===== config.mk =====
export PLATFORM = sky130hd
export DESIGN_NAME = if_stage_flat
export DESIGN_NICKNAME = d
export VERILOG_FILES = /design/src/rtl/if_stage_pkg.sv /design/src/rtl/if_stage_if.sv /design/src/rtl/if_stage_fetch_fifo.sv /design/src/rtl/if_stage.sv /design/src/flat_wrapper.sv
export SDC_FILE = /design/constraint.sdc
export NUM_CORES = 1
export LEC_CHECK = 0
export CORE_AREA = 4 4 143 145
export CTS_CLUSTER_SIZE = 24
export DETAILED_ROUTE_END_ITERATION = 7
export DIE_AREA = 0 0 147 149
export GPL_TIMING_DRIVEN = 0
export HOLD_SLACK_MARGIN = 0.05
export PLACE_DENSITY_LB_ADDON = 0.15
export SLEW_MARGIN = 20
export SYNTH_ARGS = -nofsm -noshare
export SYNTH_HDL_FRONTEND = slang
export SYNTH_HIERARCHICAL = 1
export SYNTH_SLANG_ARGS = --single-unit

===== constraint.sdc =====
create_clock -name clk -period 4.5 [get_ports clk]
set_input_delay 0.9 -clock clk [delete_from_list [all_inputs] [get_ports clk]]
set_output_delay 0.9 -clock clk [all_outputs]
set_load 0.005 [all_outputs]

===== src/rtl/if_stage_pkg.sv =====
// Shared definitions for the instruction fetch stage.
// Holds the NOP encoding shown to decode while nothing is buffered, the
// default reset PC, the fetch state enumeration and a word-align helper.
package if_stage_pkg;

    localparam logic [31:0] NOP_INST         = 32'h0000_0013;
    localparam logic [31:0] RESET_PC_DEFAULT = 32'h8000_0000;

    // RUN: fetch normally. DRAIN: swallow responses of requests issued
    // before a redirect, with new requests held off until they are gone.
    typedef enum logic [0:0] {
        FETCH_RUN   = 1'b0,
        FETCH_DRAIN = 1'b1
    } fetch_state_e;

    // Clear the byte-offset bits of a fetch target.
    function automatic logic [31:0] align_word(input logic [31:0] addr);
        return {addr[31:2], 2'b00};
    endfunction

endpackage


===== src/rtl/if_stage_if.sv =====
// Instruction memory bus between the fetch stage and instruction memory.
//   imem_req_valid / imem_req_ready / imem_req_addr : fetch request handshake
//   imem_resp_valid / imem_resp_data                : in-order response, no backpressure
// master = fetch stage side, slave = memory side.
interface if_stage_if;
    logic        imem_req_valid;
    logic        imem_req_ready;
    logic [31:0] imem_req_addr;
    logic        imem_resp_valid;
    logic [31:0] imem_resp_data;

    modport master (
        output imem_req_valid,
        output imem_req_addr,
        input  imem_req_ready,
        input  imem_resp_valid,
        input  imem_resp_data
    );

    modport slave (
        input  imem_req_valid,
        input  imem_req_addr,
        output imem_req_ready,
        output imem_resp_valid,
        output imem_resp_data
    );
endinterface


===== src/rtl/if_stage_fetch_fifo.sv =====
// Fetch buffer: synchronous FIFO of {pc, inst} entries with a flush input.
// Ports:
//   clk, rst_n  : clock, asynchronous active-low reset
//   flush       : empty the FIFO this edge; overrides push and pop
//   push, wdata : write an entry (ignored when full unless popping too)
//   pop         : drop the head entry (ignored when empty)
//   rdata       : head entry, registered storage only
//   empty       : no entries held
//   count       : number of entries held
module fetch_fifo #(
    parameter int DEPTH = 2,
    parameter int WIDTH = 64
) (
    input  logic                       clk,
    input  logic                       rst_n,
    input  logic                       flush,
    input  logic                       push,
    input  logic [WIDTH-1:0]           wdata,
    input  logic                       pop,
    output logic [WIDTH-1:0]           rdata,
    output logic                       empty,
    output logic [$clog2(DEPTH+1)-1:0] count
);

    localparam int AW = $clog2(DEPTH);
    localparam int CW = $clog2(DEPTH + 1);

    logic [WIDTH-1:0] mem_q [DEPTH];
    logic [WIDTH-1:0] mem_d [DEPTH];
    logic [AW-1:0]    wr_ptr_q, wr_ptr_d;
    logic [AW-1:0]    rd_ptr_q, rd_ptr_d;
    logic [CW-1:0]    cnt_q, cnt_d;
    logic             full_s;
    logic             do_push_s;
    logic             do_pop_s;

    assign full_s    = (cnt_q == CW'(DEPTH));
    assign empty     = (cnt_q == {CW{1'b0}});
    assign do_pop_s  = pop & ~empty;
    // A full FIFO may still take a write when its head leaves the same cycle.
    assign do_push_s = push & (~full_s | do_pop_s);
    assign rdata     = mem_q[rd_ptr_q];
    assign count     = cnt_q;

    // Next-state for storage, pointers and occupancy.
    always_comb begin
        mem_d    = mem_q;
        wr_ptr_d = wr_ptr_q;
        rd_ptr_d = rd_ptr_q;
        cnt_d    = cnt_q;
        if (flush) begin
            wr_ptr_d = {AW{1'b0}};
            rd_ptr_d = {AW{1'b0}};
            cnt_d    = {CW{1'b0}};
        end else begin
            if (do_push_s) begin
                mem_d[wr_ptr_q] = wdata;
                wr_ptr_d        = wr_ptr_q + AW'(1);
            end else begin
                wr_ptr_d = wr_ptr_q;
            end
            if (do_pop_s) begin
                rd_ptr_d = rd_ptr_q + AW'(1);
            end else begin
                rd_ptr_d = rd_ptr_q;
            end
            case ({do_push_s, do_pop_s})
                2'b10:   cnt_d = cnt_q + CW'(1);
                2'b01:   cnt_d = cnt_q - CW'(1);
                default: cnt_d = cnt_q;
            endcase
        end
    end

    // FIFO state registers.
    always_ff @(posedge clk or negedge rst_n) begin
        if (!rst_n) begin
            for (int i = 0; i < DEPTH; i++) begin
                mem_q[i] <= {WIDTH{1'b0}};
            end
            wr_ptr_q <= {AW{1'b0}};
            rd_ptr_q <= {AW{1'b0}};
            cnt_q    <= {CW{1'b0}};
        end else begin
            mem_q    <= mem_d;
            wr_ptr_q <= wr_ptr_d;
            rd_ptr_q <= rd_ptr_d;
            cnt_q    <= cnt_d;
        end
    end

endmodule


===== src/rtl/if_stage.sv =====
// Instruction fetch stage.
// Issues word-aligned fetches from a running PC, buffers in-order responses
// with their PCs in fetch_fifo and presents the head to decode. A redirect
// flushes the buffer, reloads the PC and discards every response still in
// flight (DRAIN) before normal fetching resumes (RUN).
// Ports:
//   clk, rst_n      : clock, asynchronous active-low reset
//   imem            : instruction memory bus (master side)
//   redirect_valid  : taken branch / jal / jalr from execute
//   redirect_pc     : new fetch target (low two bits ignored)
//   inst_valid      : buffer head holds an instruction
//   inst_ready      : decode consumes the head this cycle
//   inst, inst_pc   : head instruction and its PC (NOP / 0 when empty)
module if_stage
    import if_stage_pkg::*;
#(
    parameter logic [31:0] RESET_PC  = RESET_PC_DEFAULT,
    parameter int          BUF_DEPTH = 2
) (
    input  logic          clk,
    input  logic          rst_n,
    if_stage_if.master    imem,
    input  logic          redirect_valid,
    input  logic [31:0]   redirect_pc,
    output logic          inst_valid,
    input  logic          inst_ready,
    output logic [31:0]   inst,
    output logic [31:0]   inst_pc
);

    localparam int CW = $clog2(BUF_DEPTH + 1);
    localparam int BW = CW + 1;

    fetch_state_e  state_q, state_d;
    logic [31:0]   pc_q, pc_d;
    logic [31:0]   resp_pc_q, resp_pc_d;
    logic [CW-1:0] outst_q, outst_d;
    logic [CW-1:0] discard_q, discard_d;

    logic          fifo_empty_s;
    logic [CW-1:0] fifo_count_s;
    logic [63:0]   fifo_rdata_s;
    logic          pop_s;
    logic          push_s;
    logic          req_valid_s;
    logic          req_fire_s;
    logic [BW-1:0] budget_s;

    assign pop_s = ~fifo_empty_s & inst_ready;

    // The entry leaving this cycle frees its slot for a new request, which
    // keeps a full-rate stream when decode consumes every cycle. Requests are
    // held off during reset so imem sees no request while rst_n is low.
    assign budget_s    = BW'(outst_q) + BW'(fifo_count_s) - BW'(pop_s);
    assign req_valid_s = rst_n & (state_q == FETCH_RUN) & (budget_s < BW'(BUF_DEPTH));
    assign req_fire_s  = req_valid_s & imem.imem_req_ready;

    // Only responses of live requests are buffered; a redirect in the same
    // cycle flushes the FIFO, which also drops this cycle's push.
    assign push_s = imem.imem_resp_valid & (state_q == FETCH_RUN);

    assign imem.imem_req_valid = req_valid_s;
    assign imem.imem_req_addr  = pc_q;

    fetch_fifo #(
        .DEPTH (BUF_DEPTH),
        .WIDTH (64)
    ) u_fifo (
        .clk   (clk),
        .rst_n (rst_n),
        .flush (redirect_valid),
        .push  (push_s),
        .wdata ({resp_pc_q, imem.imem_resp_data}),
        .pop   (pop_s),
        .rdata (fifo_rdata_s),
        .empty (fifo_empty_s),
        .count (fifo_count_s)
    );

    assign inst_valid = ~fifo_empty_s;
    assign inst       = fifo_empty_s ? NOP_INST : fifo_rdata_s[31:0];
    assign inst_pc    = fifo_empty_s ? 32'h0000_0000 : fifo_rdata_s[63:32];

    // Next-state: fetch PC, response PC tag, in-flight count and drain FSM.
    always_comb begin
        state_d   = state_q;
        pc_d      = pc_q;
        resp_pc_d = resp_pc_q;
        outst_d   = outst_q;
        discard_d = discard_q;

        case ({req_fire_s, imem.imem_resp_valid})
            2'b10:   outst_d = outst_q + CW'(1);
            2'b01:   outst_d = outst_q - CW'(1);
            default: outst_d = outst_q;
        endcase

        if (redirect_valid) begin
            // Everything still in flight after this edge, including a request
            // accepted this very cycle, belongs to the abandoned path.
            pc_d      = align_word(redirect_pc);
            resp_pc_d = align_word(redirect_pc);
            discard_d = outst_d;
            state_d   = (outst_d != {CW{1'b0}}) ? FETCH_DRAIN : FETCH_RUN;
        end else begin
            if (req_fire_s) begin
                pc_d = pc_q + 32'd4;
            end else begin
                pc_d = pc_q;
            end
            case (state_q)
                FETCH_RUN: begin
                    if (imem.imem_resp_valid) begin
                        resp_pc_d = resp_pc_q + 32'd4;
                    end else begin
                        resp_pc_d = resp_pc_q;
                    end
                end
                FETCH_DRAIN: begin
                    if (imem.imem_resp_valid) begin
                        discard_d = discard_q - CW'(1);
                        state_d   = (discard_q == CW'(1)) ? FETCH_RUN : FETCH_DRAIN;
                    end else begin
                        discard_d = discard_q;
                        state_d   = FETCH_DRAIN;
                    end
                end
                default: begin
                    state_d = FETCH_RUN;
                end
            endcase
        end
    end

    // Fetch-stage state registers.
    always_ff @(posedge clk or negedge rst_n) begin
        if (!rst_n) begin
            state_q   <= FETCH_RUN;
            pc_q      <= RESET_PC;
            resp_pc_q <= RESET_PC;
            outst_q   <= {CW{1'b0}};
            discard_q <= {CW{1'b0}};
        end else begin
            state_q   <= state_d;
            pc_q      <= pc_d;
            resp_pc_q <= resp_pc_d;
            outst_q   <= outst_d;
            discard_q <= discard_d;
        end
    end

endmodule


===== src/flat_wrapper.sv =====
// flat-port wrapper written by rule: the top's interface ports become plain ports
module if_stage_flat import if_stage_pkg::*;
#(
    parameter logic [31:0] RESET_PC  = RESET_PC_DEFAULT,
    parameter int          BUF_DEPTH = 2
)
  (clk, rst_n, redirect_valid, redirect_pc, inst_valid, inst_ready, inst, inst_pc, imem_imem_req_valid, imem_imem_req_addr, imem_imem_req_ready, imem_imem_resp_valid, imem_imem_resp_data);
  if_stage_if imem_i ();
  input  logic clk;
  input  logic rst_n;
  input  logic redirect_valid;
  input  logic [31:0] redirect_pc;
  output logic inst_valid;
  input  logic inst_ready;
  output logic [31:0] inst;
  output logic [31:0] inst_pc;
  output wire logic [$bits(imem_i.imem_req_valid)-1:0] imem_imem_req_valid;
  output wire logic [$bits(imem_i.imem_req_addr)-1:0] imem_imem_req_addr;
  input wire logic [$bits(imem_i.imem_req_ready)-1:0] imem_imem_req_ready;
  input wire logic [$bits(imem_i.imem_resp_valid)-1:0] imem_imem_resp_valid;
  input wire logic [$bits(imem_i.imem_resp_data)-1:0] imem_imem_resp_data;
  assign imem_imem_req_valid = imem_i.imem_req_valid;
  assign imem_imem_req_addr = imem_i.imem_req_addr;
  assign imem_i.imem_req_ready = imem_imem_req_ready;
  assign imem_i.imem_resp_valid = imem_imem_resp_valid;
  assign imem_i.imem_resp_data = imem_imem_resp_data;
  if_stage #(.RESET_PC(RESET_PC), .BUF_DEPTH(BUF_DEPTH)) u_core (.clk(clk), .rst_n(rst_n), .imem(imem_i), .redirect_valid(redirect_valid), .redirect_pc(redirect_pc), .inst_valid(inst_valid), .inst_ready(inst_ready), .inst(inst), .inst_pc(inst_pc));
endmodule

==> results_dict.tcl, run 1 <==
set metrics [dict create \
    num_rows 51 \
    r2r_setup_slack_ns 0.66 \
    path_delay_family "buffers and inverters" \
    worstPathCellList "clkdlybuf4s50_1 > nor2b_4 > ha_1 > nand2b_1 > fa_1 > xor2_2 > buf_6 > and4b_1 > clkdlybuf4s50_1" \
    totalWireLength_microns 24400 \
    drv_slew 0 \
    numCtsBuffers 17 \
    synthCells 861 \
    drt_iter0_drc 423 \
    hold_violations 0 \
    period_needed_ns 4.41 \
    relSlewSlack_pct 44.2 \
    syn_area_sq_mm 0.0102 \
    ant_nets 0 \
    cp_common_cell "clkdlybuf4s50_1" \
    register_area_sq_mm 0.00493 \
    num_antenna_cells 0 \
    io_buffers 163 \
    endpoint_kind "primary output" \
    cts-root-buf "clkbuf_16" \
    nets 1129 \
    yosys-top-cells-area "dfrtp_1 (48%), mux2_2 (17%), mux2_4 (7.2%), nor2b_1 (4.0%), a31oi_1 (2.0%)" \
    reg2regPathDepth 13 \
    timing_worst_setup_path_type "in2out" \
    worstPathRequired_ns 3.60 \
    grt_max_degree 76 \
    detail_route.wl_per_cell_microns 18.4 \
    die_h_microns 149 \
    finClkSkew_ns 0.0193 \
    crit_arrival_ns 3.51 \
    grt_pass1_wl_microns 39900 \
    place.gp.congestion 0.883 \
    ys_types 51 \
    area_growth_pct 26.1 \
    yosysSeqAreaShare_pct 48.1 \
    rsz0062_at_grt "no" \
    core_area_sq_mm 0.0192 \
    cts.sinks 197 \
    fmax_ghz 0.227 \
    ys_warn_count 6 \
    final_cell_mix "dfrtp_1 (195), clkdlybuf4s50_1 (162), mux2_2 (153), nor2b_1 (65), mux2_4 (49)" \
    timing.hold.ws_ns 0.383 \
    p_per_area_mw_per_mm2 493 \
    critPathLaunchType "input pin" \
    hpwlAfterDp_microns 17300 \
    ys.flop_type "dfrtp_1" \
    status "completed" \
    synth-edff-count 0 \
    r2r-end "u_core/state_q" \
    leakage_nw 5.36 \
    drc 0 \
    layout_commonest_cell "dfrtp_1" \
    overflow 0 \
    grtUsageTotal_pct 22.6 \
    post-route-period-util_pct 97.9 \
    placed_area_sq_mm 0.0123 \
    insertion_delay_ns 0.44 \
    synth_top_area_share_pct 47.6 \
    synth_area_leader_cell "dfrtp_1" \
    first_global_vias 7529 \
    synth_async_sr_flop_share_pct 100 \
    boundaryPins 168 \
    cts_buffer_depth 2 \
    start_util_pct 53.3 \
    startpoint "inst_ready" \
    cpMaxStageDelayCell "clkdlybuf4s50_1" \
    routed_via_density 5.69 \
    antenna_found_initial 0 \
    critical_path_buf_inv_count 3 \
    drtPass1Iterations 5 \
    r2r_start "u_core/u_fifo/count[1]" \
    postCtsHoldBufs 0 \
    final_cell_area_sq_mm 0.0129 \
    synth-seq-cells 197 \
    critPathMaxStageDelay_ns 0.50 \
    finalSetupViolCount 0 \
    cts_tree "done" \
    drive_gt1_share_pct 25.5 \
    die_area_sq_mm 0.0219 \
    nFillCells 1485 \
    worstPathMaxFanout 10 \
    vdd_drop_max_uv 299 \
    hold_class "in2async" \
    multi_input_area_sq_mm 0.00501 \
    htree_levels 4 \
    dieWidth_microns 147 \
    vias 7560 \
    avgSynthCellArea_sq_um 11.9 \
    worst_pin_slew_ns 0.835 \
    cap_violations 0 \
    path_clk_slew_ns 0.07 \
]
[area by class of cell]
cell class	instances	area share, %
multi-input cells	597	38.8
repair buffers	167	13.2
well taps	265	2.57
clock buffers	20	3.53
flip-flops and latches	197	38.2
clock inverters	11	0.978
inverters	15	0.436
plain buffers	57	2.29
[power breakdown]
group | internal, mW | switching (mW)
logic | 1.37 | 0.697
clock network | 0.847 | 0.661
registers | 2.40 | 0.402
[stage by stage]
step                setup TNS, ns  std cells  worst slack (ns)  total power, mW  utilization (%)
finish                          0       1329            0.0926             6.37             67.3
global route                    0       1329           0.00395             6.75             67.3
CTS                             0       1328           0.00689             6.41             67.2
detailed placement         -0.491       1296            -0.472             4.83             64.0
global placement         -1367.22       1294             -6.14             4.76             63.7
floorplan                       0        866             0.862             4.11                -
[worst reg2reg max path, stage by stage (launching register included)]
cell      delay (ns)
dfrtp_1         0.48
nor2_4          0.23
clkbuf_4        0.27
nor2b_4         0.09
ha_1            0.28
nand2b_1        0.16
fa_1            0.57
and4b_1         0.25
clkbuf_1        0.33
nand2_1         0.22
ha_1            0.36
xnor2_1         0.24
nor2_1          0.10
a21oi_1         0.18
[repair_timing]
item | CTS | global route
endpoints found under the setup margin | 1 | 1
gates cloned | 0 | 0
pin swaps | 1 | 1
gates resized for setup | 9 | 2
hold endpoints to repair | 0 | 0
buffers inserted | 1 | 1
[per-layer routing]
metal  global-route usage, %  share of wire, %
met5                       0                 0
met4                    6.38               1.4
met3                    4.13               5.4
met2                    35.6                46
met1                    32.6                47
[state kept, by name, summed over array words and instances, names as in the netlist]
register / flops
u_core/u_fifo/mem_q: 128
u_core/imem.imem_req_addr: 30
u_core/resp_pc_q: 30
u_core/discard_q: 2
u_core/outst_q: 2
u_core/u_fifo/count: 2
u_core/state_q: 1
u_core/u_fifo/rd_ptr_q: 1
u_core/u_fifo/wr_ptr_q: 1
[Yosys cell counts (17+ instances only)]
| cell type | instances |
|---|---|
| or4_1 | 23 |
| a31oi_1 | 33 |
| clkbuf_1 | 38 |
| dfrtp_1 | 195 |
| o31ai_1 | 23 |
| mux2_4 | 49 |
| nor2_1 | 37 |
| nand2_1 | 22 |
| nor2b_1 | 66 |
| nand4_1 | 20 |
| nand3_1 | 17 |
| mux2_2 | 153 |
[how the worst max path moves through the flow]
| stage | to | slack [ns] | cells after the start |
|---|---|---|---|
| 2_1_floorplan | imem_imem_req_valid | 0.86 | 7 |
| 3_3_place_gp | imem_imem_req_valid | -6.14 | 3 |
| 3_5_place_dp | imem_imem_req_valid | -0.47 | 9 |
| 4_1_cts | imem_imem_req_valid | 0.007 | 9 |
| 5_1_grt | imem_imem_req_valid | 0.004 | 9 |
| 6_report | imem_imem_req_valid | 0.09 | 9 |
[logic make-up after synthesis]
logic type               Yosys count  share of synthesized area (%)
AND/OR/NAND/NOR                  254                           14.7
multiplexers                     205                           24.3
flip-flops                       197                           48.1
AO/OA/AOI/OAI                    106                           6.92
buffers and inverters             72                           3.32
XOR/XNOR                          19                           1.62
adder cells (fa/ha/maj)            7                          0.928
other                              1                         0.0366
No activity file was read; power rests on OpenSTA's default activity.
==> inputs of run 2 (changes only) <==
--- a/config.mk
+++ b/config.mk
@@ -5,12 +5,12 @@
 export SDC_FILE = /design/constraint.sdc
 export NUM_CORES = 1
 export LEC_CHECK = 0
-export CORE_AREA = 4 4 143 145
+export CORE_AREA = 4 4 129 162
 export CTS_CLUSTER_SIZE = 24
 export DETAILED_ROUTE_END_ITERATION = 7
-export DIE_AREA = 0 0 147 149
+export DIE_AREA = 0 0 133 166
 export GPL_TIMING_DRIVEN = 0
-export HOLD_SLACK_MARGIN = 0.05
+export HOLD_SLACK_MARGIN = 0.15
 export PLACE_DENSITY_LB_ADDON = 0.15
 export SLEW_MARGIN = 20
 export SYNTH_ARGS = -nofsm -noshare
==> run 2 against run 1 <==
Wire length increased by 0.43%. Worst setup slack better by 0.054 ns. Combinational power is essentially flat. Final cell count hardly changed. Die area increased by 0.80%. First-iteration DRC count rose by 14%. Sequential cell count stayed put. Power shrank 0.19%. Largest power group unchanged.
==> results_dict.tcl, run 2 (synthesized netlist as in run 1, its figures left out) <==
set metrics [dict create \
    setup_tns_ns 0 \
    finClkSkew_ns 0.0146 \
    endpoint_kind "primary output" \
    drive_gt1_share_pct 25.4 \
    period_needed_ns 4.35 \
    dieWidth_microns 133 \
    setup_slack_ns 0.147 \
    startpoint "inst_ready" \
    r2r_start "u_core/u_fifo/count[1]" \
    worst_pin_slew_ns 0.811 \
    worstPathRequired_ns 3.60 \
    area_growth_pct 26.0 \
    htree_levels 4 \
    cts.sinks 197 \
    vias 7531 \
    crit_arrival_ns 3.45 \
    layout_commonest_cell "dfrtp_1" \
    cts_tree "done" \
    drtPass1Iterations 5 \
    postCtsHoldBufs 0 \
    p_total_mw 6.36 \
    cts-root-buf "clkbuf_16" \
    place.gp.congestion 0.921 \
    p_per_area_mw_per_mm2 492 \
    ant_nets 0 \
    regMostFlops "u_core/u_fifo/mem_q" \
    detail_route.wl_per_cell_microns 18.5 \
    grtUsageTotal_pct 22.4 \
    critPathMaxStageDelay_ns 0.51 \
    rsz0062_at_grt "no" \
    cp_common_cell "clkdlybuf4s50_1" \
    antenna_found_initial 0 \
    drt_iter0_drc 482 \
    leakage_nw 5.36 \
    timing_worst_setup_path_type "in2out" \
    relSlewSlack_pct 45.8 \
    cpMaxStageDelayCell "clkdlybuf4s50_1" \
    overflow 0 \
    boundaryPins 168 \
    grt_pass1_wl_microns 40300 \
    num_rows 57 \
    largest_reg_flops 128 \
    r2r_setup_slack_ns 0.77 \
    grt_max_degree 83 \
    die_area_sq_mm 0.0221 \
    cap_violations 0 \
    utilization_pct 66.8 \
    status "completed" \
    io_buffers 163 \
    worstPathCellList "clkdlybuf4s50_1 > nor2b_4 > ha_1 > nand2b_1 > fa_1 > xor2_2 > buf_4 > and4b_1 > clkdlybuf4s50_1" \
    start_util_pct 53.0 \
    fmax_ghz 0.230 \
    critPathLaunchType "input pin" \
    hpwlAfterDp_microns 17400 \
    final_cell_mix "dfrtp_1 (195), clkdlybuf4s50_1 (162), mux2_2 (153), nor2b_1 (65), mux2_4 (49)" \
    drc 0 \
    core_area_sq_mm 0.0193 \
    totalWireLength_microns 24500 \
    cts_buffer_depth 2 \
    num_antenna_cells 0 \
    vdd_drop_max_uv 282 \
    hold_class "in2async" \
    pre_cts_ws_ns -0.486 \
    numCtsBuffers 17 \
    insertion_delay_ns 0.43 \
    die_h_microns 166 \
    worstPathMaxFanout 10 \
    drv_slew 0 \
    nets 1129 \
    path_clk_slew_ns 0.07 \
    post-route-period-util_pct 96.7 \
    first_global_vias 7736 \
    finalSetupViolCount 0 \
    routed_via_density 5.66 \
    hold_violations 0 \
]
-- run 2: cell count changes in the layout (fill, tap and decap cells not counted), sizes merged --
cell,delta
inv,+4
clkbuf,-1
buf,+1
clkinvlp,-3
-- run 2: report_power, final --
group,internal (mW),leakage (nW),total (mW),switching (mW)
logic,1.36,2.69,2.05,0.694
registers,2.39,2.39,2.79,0.392
clock network,0.833,0.282,1.52,0.684
-- run 2: metal layers --
metal | up-vias | track usage, % | part of all wire [%]
met5 | - | 0 | 0
met4 | 0 | 6.19 | 1.4
met3 | 26 | 4.33 | 4.7
met2 | 221 | 36.9 | 49
met1 | 3745 | 30.4 | 45
li1 | 3539 | - | -
-- run 2: stage by stage --
step / hold slack (ns) / instances / area (sq um)
3_5_place_dp: 0.491 / 1296 / 12300
3_3_place_gp: 0.482 / 1294 / 12200
4_1_cts: 0.395 / 1330 / 12900
5_1_grt: 0.403 / 1330 / 12900
6_report: 0.387 / 1330 / 12900
2_1_floorplan: 0.475 / 866 / 10300
-- run 2: repair_timing --
action | 4_1_cts | 5_1_grt
endpoints found under the setup margin | 1 | 1
buffers inserted | 2 | 0
pin swaps | 1 | 1
resized for setup | 8 | 4
-- run 2: cell type report --
cell class	count	area, sq um
tap	265	332
inverter	15	56.3
buffer	57	292
multi-input combinational	597	5010
clock buffer	20	437
clock inverter	12	145
sequential	197	4930
timing repair buffer	167	1710
fill	1512	6410
-- run 2: critical path, delay by kind of cell --
family	cells	cell delay (ns)
XOR/XNOR	1	0.20
buffers and inverters	3	1.19
adder cells (fa/ha/maj)	2	0.63
AND/OR/NAND/NOR	3	0.53
-- run 2: final timing paths --
check	endpoint	cells after the start
worst max-delay path	imem_imem_req_valid	9
worst min-delay path	u_core/u_fifo/mem_q[68]	1
worst max register to register	u_core/state_q	13
worst min register to register	u_core/u_fifo/mem_q[31]	1
max in group asynchronous	u_core/u_fifo/mem_q[104]	2
min in group clk	u_core/u_fifo/mem_q[31]	1
==> inputs of run 3 (changes only) <==
--- a/config.mk
+++ b/config.mk
@@ -5,10 +5,10 @@
 export SDC_FILE = /design/constraint.sdc
 export NUM_CORES = 1
 export LEC_CHECK = 0
-export CORE_AREA = 4 4 129 162
+export CORE_AREA = 4 4 132 166
 export CTS_CLUSTER_SIZE = 24
 export DETAILED_ROUTE_END_ITERATION = 7
-export DIE_AREA = 0 0 133 166
+export DIE_AREA = 0 0 136 170
 export GPL_TIMING_DRIVEN = 0
 export HOLD_SLACK_MARGIN = 0.15
 export PLACE_DENSITY_LB_ADDON = 0.15
==> run 3 against run 2 <==
Maximum frequency about the same. Wire length is 0.13% lower. Non-clock buffer count up 1. Clock power fell by 5%. Combinational power barely moved. Cell area is essentially flat. Hold slack gained 0.0010 ns. Worst setup slack better by 0.0042 ns. Sequential share of layout area barely moved. Via count fell by 0.42%. Largest cell class unchanged.
==> results_dict.tcl, run 3 (synthesized netlist as in run 1, its figures left out) <==
set metrics [dict create \
    endpoint "imem_imem_req_valid" \
    drv_slew 0 \
    cap_violations 0 \
    critPathMaxStageDelay_ns 0.51 \
    stdcell_count 1340 \
    timing_worst_setup_path_type "in2out" \
    drive_gt1_share_pct 25.7 \
    fmax_ghz 0.230 \
    critical_path_buf_inv_count 3 \
    core_area_sq_mm 0.0204 \
    drtPass1Iterations 6 \
    p_per_area_mw_per_mm2 486 \
    die_area_sq_mm 0.0231 \
    startpoint "inst_ready" \
    period_needed_ns 4.35 \
    layout_commonest_cell "dfrtp_1" \
    use_met1_pct 28.8 \
    path_clk_slew_ns 0.08 \
    antenna_found_initial 0 \
    r2r-end "u_core/discard_q[1]" \
    grtUsageTotal_pct 21.2 \
    relSlewSlack_pct 45.4 \
    cts.sinks 197 \
    regMostFlops "u_core/u_fifo/mem_q" \
    grt_pass1_wl_microns 39100 \
    area_growth_pct 26.0 \
    cts_tree "done" \
    routed_via_density 5.60 \
    start_util_pct 50.1 \
    first_global_vias 7360 \
    rsz0062_at_grt "no" \
    worstPathCellList "clkdlybuf4s50_1 > nor2b_4 > ha_1 > nand2b_1 > fa_1 > xor2_2 > buf_4 > and4b_1 > clkdlybuf4s50_1" \
    grt_util_met2_pct 35.0 \
    num_rows 59 \
    dp.cells 1305 \
    crit_cells 9 \
    endpoint_kind "primary output" \
    reg2regPathDepth 14 \
    critPathLaunchType "input pin" \
    grt_max_degree 88 \
    worst_pin_slew_ns 0.814 \
    io_buffers 163 \
    r2r_setup_slack_ns 0.84 \
    vdd_drop_max_uv 301 \
    overflow 0 \
    post-route-period-util_pct 96.6 \
    leakage_nw 5.35 \
    postCtsHoldBufs 0 \
    hold_class "in2async" \
    crit_arrival_ns 3.45 \
    detail_route.wl_per_cell_microns 18.3 \
    place.gp.congestion 0.862 \
    status "completed" \
    vias 7499 \
    boundaryPins 168 \
    numCtsBuffers 17 \
    cts_buffer_depth 2 \
    cts-root-buf "clkbuf_16" \
    insertion_delay_ns 0.43 \
    htree_levels 4 \
    final_cell_area_sq_mm 0.0129 \
    ant_nets 0 \
    worstPathRequired_ns 3.60 \
    dieWidth_microns 136 \
    grt_use_met3_pct 3.61 \
    drt_iter0_drc 328 \
    finClkSkew_ns 0.0136 \
    totalWireLength_microns 24500 \
    placed_area_sq_mm 0.0123 \
    r2r_start "u_core/u_fifo/count[0]" \
    cp_common_cell "clkdlybuf4s50_1" \
    setup_tns_ns 0 \
    final_cell_mix "dfrtp_1 (195), clkdlybuf4s50_1 (162), mux2_2 (153), nor2b_1 (65), mux2_4 (49)" \
    path_delay_family "buffers and inverters" \
    worstPathMaxFanout 10 \
    top_usage_layer "met2" \
    setup_slack_ns 0.151 \
    p_total_mw 6.28 \
    die_h_microns 170 \
    largest_reg_flops 128 \
    drc 0 \
    nets 1130 \
    pre_cts_ws_ns -0.476 \
    num_antenna_cells 0 \
    hold_violations 0 \
    hpwlAfterDp_microns 17800 \
    cpMaxStageDelayCell "clkdlybuf4s50_1" \
    finalSetupViolCount 0 \
]
==> run 3: cell type report <==
class                   count  area [sq um]
flip-flops and latches    197          4930
clock buffers              18           439
clock inverters            14           120
multi-input cells         597          5010
plain buffers              57           292
inverters                  15          56.3
fillers                  1692          7540
repair buffers            168          1710
well taps                 274           343
==> run 3: timing repair <==
action | 4_1_cts | 5_1_grt
setup buffers | 1 | 2
hold endpoints to repair | 0 | 0
gates cloned | 0 | 0
setup endpoints to repair | 1 | 1
gates resized for setup | 9 | 1
pin swaps | 1 | 2
==> run 3: layer usage <==
layer  wire length [microns]  part of all wire (%)
met2                   12000                    49
met5                       0                     0
met1                   11100                    45
met3                    1040                   4.2
met4                     398                   1.6
==> run 3: worst min path at each step <==
stage / end / cells after the start / slack (ns)
5_1_grt: u_core/u_fifo/mem_q[71] / 1 / 0.40
6_report: u_core/u_fifo/mem_q[71] / 1 / 0.39
4_1_cts: u_core/u_fifo/mem_q[71] / 1 / 0.40
3_3_place_gp: u_core/u_fifo/mem_q[89] / 1 / 0.48
3_5_place_dp: u_core/u_fifo/mem_q[7] / 1 / 0.49
2_1_floorplan: u_core/u_fifo/mem_q[0] / 1 / 0.47
==> run 3: where the power goes <==
part           internal, mW  total (mW)  switching (mW)
sequential             2.39        2.79           0.392
clock                 0.739        1.44           0.703
combinational          1.36        2.05           0.692
total                  4.49        6.28            1.79
==> run 3: stage by stage <==
stage	utilization, %	hold slack (ns)
after floorplan	-	0.475
after global placement	59.9	0.483
after detailed placement	60.1	0.490
after CTS	63.1	0.395
after global routing	63.1	0.398
final	63.1	0.388
